<file path="config.mk">
export PLATFORM = sky130hd
export DESIGN_NAME = pl_ex_mc
export DESIGN_NICKNAME = d
export VERILOG_FILES = /design/src/rtl/pl_ex_pkg.sv /design/src/rtl/pl_modmul_seq.sv /design/src/rtl/pl_ex_mc.sv
export SDC_FILE = /design/constraint.sdc
export NUM_CORES = 1
export LEC_CHECK = 0
export CORE_UTILIZATION = 40
export DETAILED_ROUTE_END_ITERATION = 7
export SLEW_MARGIN = 5
export SYNTH_ARGS = -nofsm -noshare
export SYNTH_HDL_FRONTEND = slang
export SYNTH_HIERARCHICAL = 1
export SYNTH_SLANG_ARGS = --single-unit
</file>
<file path="constraint.sdc">
create_clock -name clk -period 6.1 [get_ports clk]
set_input_delay 1.83 -clock clk [delete_from_list [all_inputs] [get_ports clk]]
set_output_delay 1.83 -clock clk [all_outputs]
set_load 0.005 [all_outputs]
</file>
<file path="src/rtl/pl_ex_pkg.sv">
// Shared definitions for the PL_EX_MC execute stage:
// opcodes, FSM encoding and the default RNS moduli.
package pl_ex_pkg;

  localparam logic [2:0] OP_ADD  = 3'd0;
  localparam logic [2:0] OP_SUB  = 3'd1;
  localparam logic [2:0] OP_MUL  = 3'd2;
  localparam logic [2:0] OP_PASS = 3'd3;

  typedef enum logic {
    ST_IDLE = 1'b0,
    ST_MUL  = 1'b1
  } state_t;

  // Domain 0 in the LSBs.
  localparam logic [17:0] DEF_MODULI = {9'd256, 9'd251};

endpackage

</file>
<file path="src/rtl/pl_modmul_seq.sv">
// One RNS domain of the shift-add modular multiplier.
// Iterates MSB-first: acc <= (2*acc + b[k]*a) mod m.
module pl_modmul_seq
  import pl_ex_pkg::*;
#(
  parameter int               DATA_WID = 8,
  parameter logic [DATA_WID:0] MODULUS = 9'd251
) (
  input  logic                clk,
  input  logic                reset,
  input  logic                start,
  input  logic                step,
  input  logic                int_mode,
  input  logic [DATA_WID-1:0] a,
  input  logic [DATA_WID-1:0] b,
  output logic [DATA_WID-1:0] acc
);

  localparam int W = DATA_WID;

  logic [W-1:0] r_a;
  logic [W-1:0] r_b;
  logic [W-1:0] r_acc;
  logic         r_int;

  logic [W+1:0] w_m;
  logic [W+1:0] w_dbl;
  logic [W+1:0] w_t;
  logic [W+1:0] w_sum;
  logic [W+1:0] w_red;
  logic [1:0]   w_unused;

  // Integer mode reuses the datapath with m = 2^W.
  assign w_m   = r_int ? {2'b01, {W{1'b0}}}
                       : {1'b0, MODULUS};
  assign w_dbl = {1'b0, r_acc, 1'b0};
  assign w_t   = (w_dbl >= w_m) ? w_dbl - w_m : w_dbl;
  assign w_sum = w_t + (r_b[W-1] ? {2'b00, r_a}
                                 : {(W+2){1'b0}});
  assign w_red = (w_sum >= w_m) ? w_sum - w_m : w_sum;

  // acc is the value the accumulator takes on this step.
  assign acc      = w_red[W-1:0];
  assign w_unused = w_red[W+1:W];

  always_ff @(posedge clk or posedge reset) begin
    if (reset) begin
      r_a   <= '0;
      r_b   <= '0;
      r_acc <= '0;
      r_int <= 1'b0;
    end else if (start) begin
      r_a   <= a;
      r_b   <= b;
      r_acc <= '0;
      r_int <= int_mode;
    end else if (step) begin
      r_acc <= acc;
      r_b   <= r_b << 1;
    end
  end

endmodule

</file>
<file path="src/rtl/pl_ex_mc.sv">
// Multi-cycle RNS execute stage: 1-cycle ADD/SUB/PASS,
// DATA_WID-cycle sequential modular MUL, valid/ready output.
module pl_ex_mc
  import pl_ex_pkg::*;
#(
  parameter int NUM_DOMAINS = 2,
  parameter int DATA_WID    = 8,
  parameter logic [NUM_DOMAINS*(DATA_WID+1)-1:0] MODULI
    = DEF_MODULI
) (
  input  logic                            clk,
  input  logic                            reset,
  input  logic                            in_valid,
  output logic                            in_ready,
  input  logic [2:0]                      op,
  input  logic                            rns_en,
  input  logic [NUM_DOMAINS*DATA_WID-1:0] op1,
  input  logic [NUM_DOMAINS*DATA_WID-1:0] op2,
  input  logic [3:0]                      dest_addr,
  input  logic                            flush,
  output logic                            out_valid,
  input  logic                            out_ready,
  output logic [NUM_DOMAINS*DATA_WID-1:0] out_result,
  output logic [3:0]                      out_dest_addr,
  output logic                            out_cout,
  output logic                            busy
);

  localparam int W  = DATA_WID;
  localparam int N  = NUM_DOMAINS;
  localparam int DW = N * W;
  localparam int CW = $clog2(W + 1);

  state_t        r_state;
  state_t        w_state_nxt;
  logic [CW-1:0] r_cnt;
  logic          r_rns;
  logic [3:0]    r_dest;

  logic w_is_mul;
  logic w_accept;
  logic w_start;
  logic w_step;
  logic w_done;

  logic [W-1:0]  w_add [N];
  logic [W-1:0]  w_sub [N];
  logic [W-1:0]  w_mul [N];
  logic [W:0]    w_isum;
  logic [W:0]    w_idif;
  logic [DW-1:0] w_res_sc;
  logic [DW-1:0] w_res_mul;
  logic          w_cout_sc;

  assign w_is_mul = (op == OP_MUL);
  assign in_ready = (r_state == ST_IDLE)
                 && (!out_valid || out_ready);
  assign w_accept = in_valid && in_ready && !flush;
  assign w_start  = w_accept && w_is_mul;
  assign busy     = (r_state == ST_MUL);

  always_comb begin
    w_state_nxt = r_state;
    w_step      = 1'b0;
    w_done      = 1'b0;
    unique case (r_state)
      ST_IDLE: begin
        if (w_start) w_state_nxt = ST_MUL;
      end
      ST_MUL: begin
        if (flush) begin
          w_state_nxt = ST_IDLE;
        end else begin
          w_step = 1'b1;
          if (r_cnt == CW'(W - 1)) begin
            w_done      = 1'b1;
            w_state_nxt = ST_IDLE;
          end
        end
      end
    endcase
  end

  always_ff @(posedge clk or posedge reset) begin
    if (reset) begin
      r_state <= ST_IDLE;
      r_cnt   <= '0;
      r_rns   <= 1'b0;
      r_dest  <= '0;
    end else begin
      r_state <= w_state_nxt;
      if (w_start) begin
        r_cnt  <= '0;
        r_rns  <= rns_en;
        r_dest <= dest_addr;
      end else if (w_step) begin
        r_cnt <= r_cnt + 1'b1;
      end
    end
  end

  for (genvar i = 0; i < N; i++) begin : g_dom
    localparam logic [W:0] M = MODULI[i*(W+1) +: W+1];

    logic [W-1:0] w_a;
    logic [W-1:0] w_b;
    logic [W:0]   w_s;

    assign w_a = op1[i*W +: W];
    assign w_b = op2[i*W +: W];
    assign w_s = {1'b0, w_a} + {1'b0, w_b};

    // Results are below m <= 2^W, so W-bit wrap is exact.
    assign w_add[i] = (w_s >= M) ? w_a + w_b - M[W-1:0]
                                 : w_a + w_b;
    assign w_sub[i] = (w_a < w_b) ? w_a - w_b + M[W-1:0]
                                  : w_a - w_b;

    pl_modmul_seq #(
      .DATA_WID (W),
      .MODULUS  (M)
    ) u_mm (
      .clk      (clk),
      .reset    (reset),
      .start    (w_start),
      .step     (w_step),
      .int_mode ((i == 0) ? !rns_en : 1'b0),
      .a        (w_a),
      .b        (w_b),
      .acc      (w_mul[i])
    );
  end

  assign w_isum = {1'b0, op1[W-1:0]} + {1'b0, op2[W-1:0]};
  assign w_idif = {1'b0, op1[W-1:0]} - {1'b0, op2[W-1:0]};

  always_comb begin
    w_res_sc  = '0;
    w_res_mul = '0;
    w_cout_sc = 1'b0;
    if (r_rns) begin
      for (int i = 0; i < N; i++)
        w_res_mul[i*W +: W] = w_mul[i];
    end else begin
      w_res_mul[W-1:0] = w_mul[0];
    end
    if (rns_en) begin
      for (int i = 0; i < N; i++) begin
        case (op)
          OP_ADD:  w_res_sc[i*W +: W] = w_add[i];
          OP_SUB:  w_res_sc[i*W +: W] = w_sub[i];
          OP_PASS: w_res_sc[i*W +: W] = op1[i*W +: W];
          default: w_res_sc[i*W +: W] = op1[i*W +: W];
        endcase
      end
    end else begin
      case (op)
        OP_ADD: begin
          w_res_sc[W-1:0] = w_isum[W-1:0];
          w_cout_sc       = w_isum[W];
        end
        OP_SUB: begin
          w_res_sc[W-1:0] = w_idif[W-1:0];
          w_cout_sc       = w_idif[W];
        end
        OP_PASS: w_res_sc[W-1:0] = op1[W-1:0];
        default: w_res_sc[W-1:0] = op1[W-1:0];
      endcase
    end
  end

  // Flush beats a new load, which beats a drain.
  always_ff @(posedge clk or posedge reset) begin
    if (reset) begin
      out_valid     <= 1'b0;
      out_result    <= '0;
      out_dest_addr <= '0;
      out_cout      <= 1'b0;
    end else if (flush) begin
      out_valid <= 1'b0;
    end else if (w_accept && !w_is_mul) begin
      out_valid     <= 1'b1;
      out_result    <= w_res_sc;
      out_dest_addr <= dest_addr;
      out_cout      <= w_cout_sc;
    end else if (w_done) begin
      out_valid     <= 1'b1;
      out_result    <= w_res_mul;
      out_dest_addr <= r_dest;
      out_cout      <= 1'b0;
    end else if (out_ready) begin
      out_valid <= 1'b0;
    end
  end

endmodule

</file>
# Word level (Yosys, flattened, before mapping)
# Cells that the tools add are included.
# classes
muxes,46
n_bitwise,2
eq_ne,3
n_addsub,15
order_cmp,6
n_reduce_logical,15
# op_table
cell,count
$mux W8,17
$pmux W8 S2,3
$mux W16,2
$sub A8 B8 Y8,3
$add A10 B8 Y10,2
$mux W10,2
$add A8 B8 Y8,2
$mux W4,4
$mux W1,15
$ge A10 B9 Y1,1
$ge A10 B9 Y1 const B,1
$sub A9 B9 Y10,1
$sub A9 B9 Y10 const B,1
$add A8 B8 Y9,1
$ge A9 B8 Y1 const B,1
$ge A9 B9 Y1,1
$ge A9 B9 Y1 const B,1
$mux W9,1
$sub A8 B8 Y9,1
$add A8 B8 Y8 const B,1
$lt A8 B8 Y1,1
$sub A8 B1 Y8 const B,1
$sub A8 B8 Y8 const B,1
$logic_and A1 B1 Y1,5
12 further kinds,18
# word_totals
reg_bits,81
inputBits,45
elab_cells,102
out_inout_bits,24

# Longest topological paths before layout
# depth
depth_word,8
depth_mapped,26
depth_no_buf,25

# Hierarchy
# The synthesis kept the hierarchy.
# modules_own_cells
mod,cells_per_inst,area_per_inst_um2,seq_area_each_um2,n_inst
pl_ex_mc,460,3503.4,800.8,1
pl_modmul_seq (g_dom[0].u_mm),276,2403.6,625.6,1
pl_modmul_seq (g_dom[1].u_mm),119,1253.7,575.6,1

# Worst setup path before layout
# OpenSTA, ideal clock, no wires.
# synth_timing
path_type,register to register
startpoint,reg g_dom[0].u_mm.r_int
endpoint,reg out_result[6]
t_arrival_ns,5.234
setup_ns,0.126
path_buffers,1
required_time_ns,5.974
synth_period_minus_slack_ns,5.360
path_stages_with_launch,24
setup_slack_ns,0.740
cell_sequence,dfrtp_1 ha_1 o211ai_1 o211ai_1 nand3_1 and2_1 nor2_1 ha_1 fa_1 a21o_1 a21oi_1 o21ai_0 xor2_1 ha_1 a21o_1 a21o_1 a21oi_1 o21a_1 clkbuf_1 nand3_1 mux2_2 o21ai_0 a21oi_1 a221o_1
# synth_rtl
item,line_no,text
start: declaration,pl_modmul_seq.sv:24,logic r_int;
start signal: assignment,pl_modmul_seq.sv:56,r_int <= int_mode;
end signal: assignment,pl_ex_mc.sv:183,out_result <= w_res_sc;
end signal: assignment,pl_ex_mc.sv:188,out_result <= w_res_mul;
end: declaration,pl_ex_mc.sv:23,"output logic [NUM_DOMAINS*DATA_WID-1:0] out_result,"

==> qor.txt <==
Wirelength, routed -> 20.36 mm
Cells after synthesis -> 854
Clock Skew -> 15.47 ps
Antenna diodes -> 0
Share of cells above drive strength 1 -> 0.08696
Crit path max-delay family -> compound AO/OA/AOI/OAI gates
Tcrit/Tclk final -> 0.9085
Clk Latency, worst-skew pair -> 360 ps
Worst slew margin -> 0.3210
H-tree lvl count -> 3
Nets@finish -> 1025
DRT Pass-1 Iters -> 4
Synth Warn # -> 6
R2R cell count -> 21
Reg2reg setup slack -> 560 ps
Post-Syn Area per Cell -> 8.380 sq um
Setup TNS -> 0 ps
Non-filler cells, final -> 1145
Total global routing overflow -> 0
Worst path max stage delay -> 560 ps
Cell count after placement -> 1129
Die Y -> 135.8 um
Worst vdd ir -> 0.0003032 V
Area grow syn2layout -> 17.76%
Buffers and inverters on the worst path -> 1
Fin. max-slew vios -> 0
Unrepaired setup endpoints after global routing -> no
Die ar. -> 0.01843 sq mm
CTS buffer count -> 9
Crit Path Max Fanout -> 18
Register area -> 0.002003 sq mm
Lkg Pwr -> 3.653 nW
Drt wl/cell -> 17.78 um
Tightest Pin Transition -> 1017 ps
Hold Path Depth -> 1
Die width -> 135.8 um
Antenna violations before repair -> 0
Final instance area -> 0.008428 sq mm
Worst reg2reg path endpoint -> out_result[6]$_DFFE_PP0P_
Top cell by count, worst path -> a21oi_1
Gpl congestion -> 0.9176
DRT antenna net count -> 0
FILL cells -> 1707
Critical path data arrival time -> 5790 ps
First-pass GRT wire length -> 32.78 mm
Vias -> 6469
Power, Total -> 0.003944 W
Core Box Area -> 0.01736 sq mm
Placed Area -> 0.008095 sq mm
Worst R2R Start -> g_dom[0].u_mm/r_int$_DFFE_PP0P_
Number of global-route vias before repair -> 6001
Critical Path, Cell by Cell -> ha_1, o211ai_1, o211ai_1, nand3_1, buf_4, nand2_1, mux2_2, ha_1, or3_1, a21oi_1, a21oi_1, xnor2_1, ha_1, a21o_1, a21oi_1, o21a_1, nand3_1, mux2_2, o21ai_0, a21oi_1, a221o_1
Power Density -> 468.0 mW/mm^2
Hold Path Class -> reg2reg
Multi-input gate area -> 0.004820 sq mm
Startpoint Class -> register
Final setup fails -> 0
Maxcap violations -> 0
Worst setup EP type -> register
Via density -> 5.650
I/O pin cnt -> 69
Reg clk slew, reported paths -> 80 ps
I/O Buffers -> 68
Synth Cell Area -> 0.007157 sq mm
Fin. Hold Viols -> 0
Starting density of the core -> 0.4123
Postcts setup bufs -> 0
DRC -> 0
Critical-path top delay cell -> dfrtp_2
Clock Sinks -> 80
Status -> complete, no violations
Largest net degree at the start of global routing -> 33
Crit path required time -> 6340 ps
CTS tree -> yes
Hold endpoint -> g_dom[0].u_mm/r_a[0]$_DFFE_PP0P_
Clk buf depth -> 2
Worst Hold Launch -> g_dom[0].u_mm/r_a[0]$_DFFE_PP0P_
Row count -> 48
Post-Syn Nets -> 964
Setup Crit Path Kind -> reg2reg
CTS root buf -> clkbuf_16
Peak Freq -> 180.4 MHz
GRT Total Usage -> 0.2301
Crit path time final -> 5542 ps
Post-DP HPWL -> 16.02 mm
DR iter-0 viols -> 418
## timing repair
action                                  4_1_cts  5_1_grt
hold buffers                                  0        0
endpoints found under the hold margin         0        0
endpoints found under the setup margin        0        3
resized for setup                             0        1
## power breakdown
part / internal [W] / switching [W] / leakage [nW]
Combinational: 0.00109 / 0.00142 / 2.50
Clock: 0.000368 / 0.000263 / 0.163
Sequential: 0.000674 / 0.000132 / 0.994
Total: 0.00213 / 0.00181 / 3.65
## area by class of cell
class                           instances  area share
Tap cell                              225     0.03340
Multi-Input combinational cell        689      0.5719
Sequential cell                        80      0.2377
Clock buffer                            9     0.02672
Inverter                               51     0.02271
Clock inverter                          7     0.01262
Timing Repair Buffer                   84     0.09501
## cells in the final DEF (no fill, tap or decap), types with 5 or more instances in the layout
master,instances
a211oi_1,10
a21o_1,9
a21oi_1,58
a311oi_1,7
a31oi_1,11
and2_1,17
and3_1,7
buf_4,16
clkbuf_16,9
clkdlybuf4s50_1,68
dfrtp_1,79
fa_1,6
ha_1,59
inv_1,49
mux2_2,24
mux2i_1,19
nand2_1,93
nand2b_1,7
nand3_1,17
nand4_1,12
nor2_1,78
nor2b_1,14
nor3_1,12
o21a_1,9
o21ai_0,50
o311ai_0,6
o31ai_1,13
or2_2,5
or3_1,8
xnor2_1,31
xor2_1,21
## worst register-to-register path: stages, from the launching register on
cell,delay (ps)
dfrtp_2,560
ha_1,460
o211ai_1,140
o211ai_1,260
nand3_1,140
buf_4,180
nand2_1,190
mux2_2,370
ha_1,320
or3_1,360
a21oi_1,180
a21oi_1,70
xnor2_1,260
ha_1,320
a21o_1,170
a21oi_1,170
o21a_1,290
nand3_1,140
mux2_2,290
o21ai_0,220
a21oi_1,70
a221o_1,270
## state kept, by name, indices dropped and copies added, names as in the netlist
signal	cells
g_dom.u_mm/r_a	16
g_dom.u_mm/r_acc	15
g_dom.u_mm/r_b	16
busy	1
out_cout	1
r_rns	1
r_dest	4
g_dom.u_mm/r_int	1
r_cnt	4
out_dest_addr	4
out_valid	1
out_result	16
## through the flow
stage	worst slack, ps	hold WS, ps	util
floorplan	740.0	472.1	-
finish	558.1	497.0	0.4856
global route	179.2	513.3	0.4856
detailed placement	407.2	487.5	0.4664
CTS	370.3	500.8	0.4855
global placement	512.5	481.6	0.4664
## worst max path at each step
stage                                         start                         to  slack, ps  cells past startpoint
floorplan           g_dom[0].u_mm/r_int$_DFFE_PP0P_  out_result[6]$_DFFE_PP0P_        740                     23
global placement    g_dom[0].u_mm/r_int$_DFFE_PP0P_  out_result[6]$_DFFE_PP0P_        510                     22
detailed placement  g_dom[0].u_mm/r_int$_DFFE_PP0P_  out_result[6]$_DFFE_PP0P_        410                     22
CTS                 g_dom[0].u_mm/r_int$_DFFE_PP0P_  out_result[6]$_DFFE_PP0P_        370                     22
global route        g_dom[0].u_mm/r_int$_DFFE_PP0P_  out_result[6]$_DFFE_PP0P_        180                     23
finish              g_dom[0].u_mm/r_int$_DFFE_PP0P_  out_result[6]$_DFFE_PP0P_        560                     21
## routing by layer
metal  global-route usage  routed length, um  share of wire  up-vias
met3              0.02656                847          0.042       31
met1               0.3336              10200           0.50     3070
met5                    0                  0              0        -
li1                     -                  -              -     3202
met4              0.07928                499          0.025        0
met2               0.3503               8808           0.43      166
Power figures use the tool's default switching activity.
==> variant (config.mk and constraints unchanged) <==
`DATA_WID` is set to 8 in 2 places; all go to 16.
--- a/src/rtl/pl_modmul_seq.sv
+++ b/src/rtl/pl_modmul_seq.sv
@@ -3,7 +3,7 @@
 module pl_modmul_seq
   import pl_ex_pkg::*;
 #(
-  parameter int               DATA_WID = 8,
+  parameter int               DATA_WID = 16,
   parameter logic [DATA_WID:0] MODULUS = 9'd251
 ) (
   input  logic                clk,
--- a/src/rtl/pl_ex_mc.sv
+++ b/src/rtl/pl_ex_mc.sv
@@ -4,7 +4,7 @@
   import pl_ex_pkg::*;
 #(
   parameter int NUM_DOMAINS = 2,
-  parameter int DATA_WID    = 8,
+  parameter int DATA_WID    = 16,
   parameter logic [NUM_DOMAINS*(DATA_WID+1)-1:0] MODULI
     = DEF_MODULI
 ) (
Ports: changed (resized op1, op2 and out_result); port bits go from 69 to 117. The function was not compared with the original's and may differ.
==> variant against the unedited design <==
  * The flow now finishes with violations (design-rule violations, negative setup slack)
  * Clock power rose by 70%
  * Sequential share of layout area fell by 6.2 points
  * Worst setup slack got worse by 560 ps
  * Power rose to 3.1 times the old value
  * Combinational power rose to 3.8 times the old value
  * Area after synthesis rose by 140%
  * Sequential cell count rose by 67
  * Design area rose by 150%
  * Wire length rose to 3.1 times the old value
  * Critical endpoint is now out_result[12]
==> variant: results (changes against the unedited design) <==
clock_tree:
  cts.sinks: 147  # +84%
  cts_resized: 4  # +4
  cts_buffers: 17  # +8
placement:
  dp_slack_ps: -105.3  # -512.5 ps
  postPlaceCellArea_um2: 19770  # +140%
  placedCellCount: 2885  # +160%
  place.port_buffers: 116  # +71%
  gp_congestion: 1.032  # +12%
cells_and_area:
  n_all_buffers: 316  # +280%
  drive_gt1_share_pct: 17.08  # +8.4 points
  clkCellAreaFrac_pct: 2.721  # -1.2 points
  multi_input_cells: 1797  # +160%
  num-nonclk-inverters: 109  # +110%
  syn_to_final_growth_pct: 23.01
  num-clock-buffers: 19  # +10
  buf_share_pct: 12.94  # +3.4 points
  sh_seq_area_pct: 17.59  # -6.2 points
  fillers: 4007  # +130%
  multiInputGateArea_um2: 12880  # +170%
drt:
  firstDrtPassIters: 8  # +4
  wire_per_inst_um: 21.75  # +22%
  drt_iter0_drc: 1816  # +330%
  drt_drc_violations_left: 2  # +2
  wl_met1_mm: 29.69  # +190%
  wl_met3_mm: 4.115  # +390%
logic_synthesis:
  syn-num-nets: 2369  # +150%
  syn_area_per_cell_um2: 7.878  # -6.0%
sta:
  fin_skew_ps: 11.15  # -4.312 ps
  worst_slew_pin_slew_ps: 976.0  # -41.30 ps
  setup_viol: 1  # +1
  final.setup.worst_slack_ps: -1.764  # -559.9 ps
global_route:
  grt_use_total_pct: 28.83  # +5.8 points
  grt_pass1_vias: 16860  # +180%
run_status:
  violations: "design-rule violations, negative setup slack"
  outcome: "complete, but fails checks"
power_and_ir_drop:
  combinationalPowerShare_pct: 78.4  # +15 points
  internal_power_mw: 6.056  # +180%
  leakage_nw: 8.882  # +140%
critical_path:
  arrival_ps: 6450  # +660 ps
  setup.worst_path.start: "g_dom[0].u_mm/r_acc[12]"
  r2r_end: "out_result[12]"
  worstRegToRegCells: 27  # +29%
min_path:
  whs_endpoint: "g_dom[1].u_mm/r_a[7]"
floorplanning:
  core.rowCount: 75  # +56%
variant: cell count changes in the layout (fill, tap and decap cells not counted), sizes merged, moves of 58 or more:
cell	before	now
nor2	79	175
o21ai	52	148
a21oi	59	117
ha	59	126
nand2	93	200
dfrtp	80	147
buf	16	198
xnor2	32	91
variant: worst max path at each step:
| stage | to | slack, ps | cells after the start |
|---|---|---|---|
| 3_3_place_gp | out_result[3] | 60 | 14 |
| 5_1_grt | out_result[12] | -170 | 27 |
| 4_1_cts | out_result[12] | 50 | 26 |
| 2_1_floorplan | out_result[3] | 40 | 28 |
| 3_5_place_dp | out_result[9] | -110 | 27 |
| 6_report | out_result[12] | -2 | 27 |
variant: kinds of logic (layout without fill, tap and decap cells):
group / count (synthesis) / after routing
adders and majority gates: 133 / 133
and+or+nand+nor: 774 / 774
muxes: 88 / 88
xor gates and xnor gates: 143 / 143
other: 1 / 1
AOI/OAI and AO/OA: 658 / 658
DFF: 147 / 147
buffers and inverters: 215 / 457
variant: metrics by stage:
| step | setup TNS (ps) | hold WS, ps |
|---|---|---|
| 2_1_floorplan | 0 | 462.8 |
| 3_3_place_gp | 0 | 481.0 |
| 3_5_place_dp | -316.1 | 488.8 |
| 4_1_cts | 0 | 504.0 |
| 5_1_grt | -723.8 | 512.5 |
| 6_report | -1.764 | 502.0 |
variant: critical path: cells and delay by family (launching register included):
kind,cells,cell delay [ps]
buffers and inverters,4,550
AND/OR/NAND/NOR,10,2010
AO/OA/AOI/OAI,8,1840
flip-flops,1,380
adder cells (fa/ha/maj),3,890
XOR/XNOR,2,310
variant: routing by layer:
layer,up-vias,GRT usage [%]
met1,8814,41.42
met5,-,0
li1,8454,-
met4,2,8.199
met2,733,45.00
met3,96,3.728
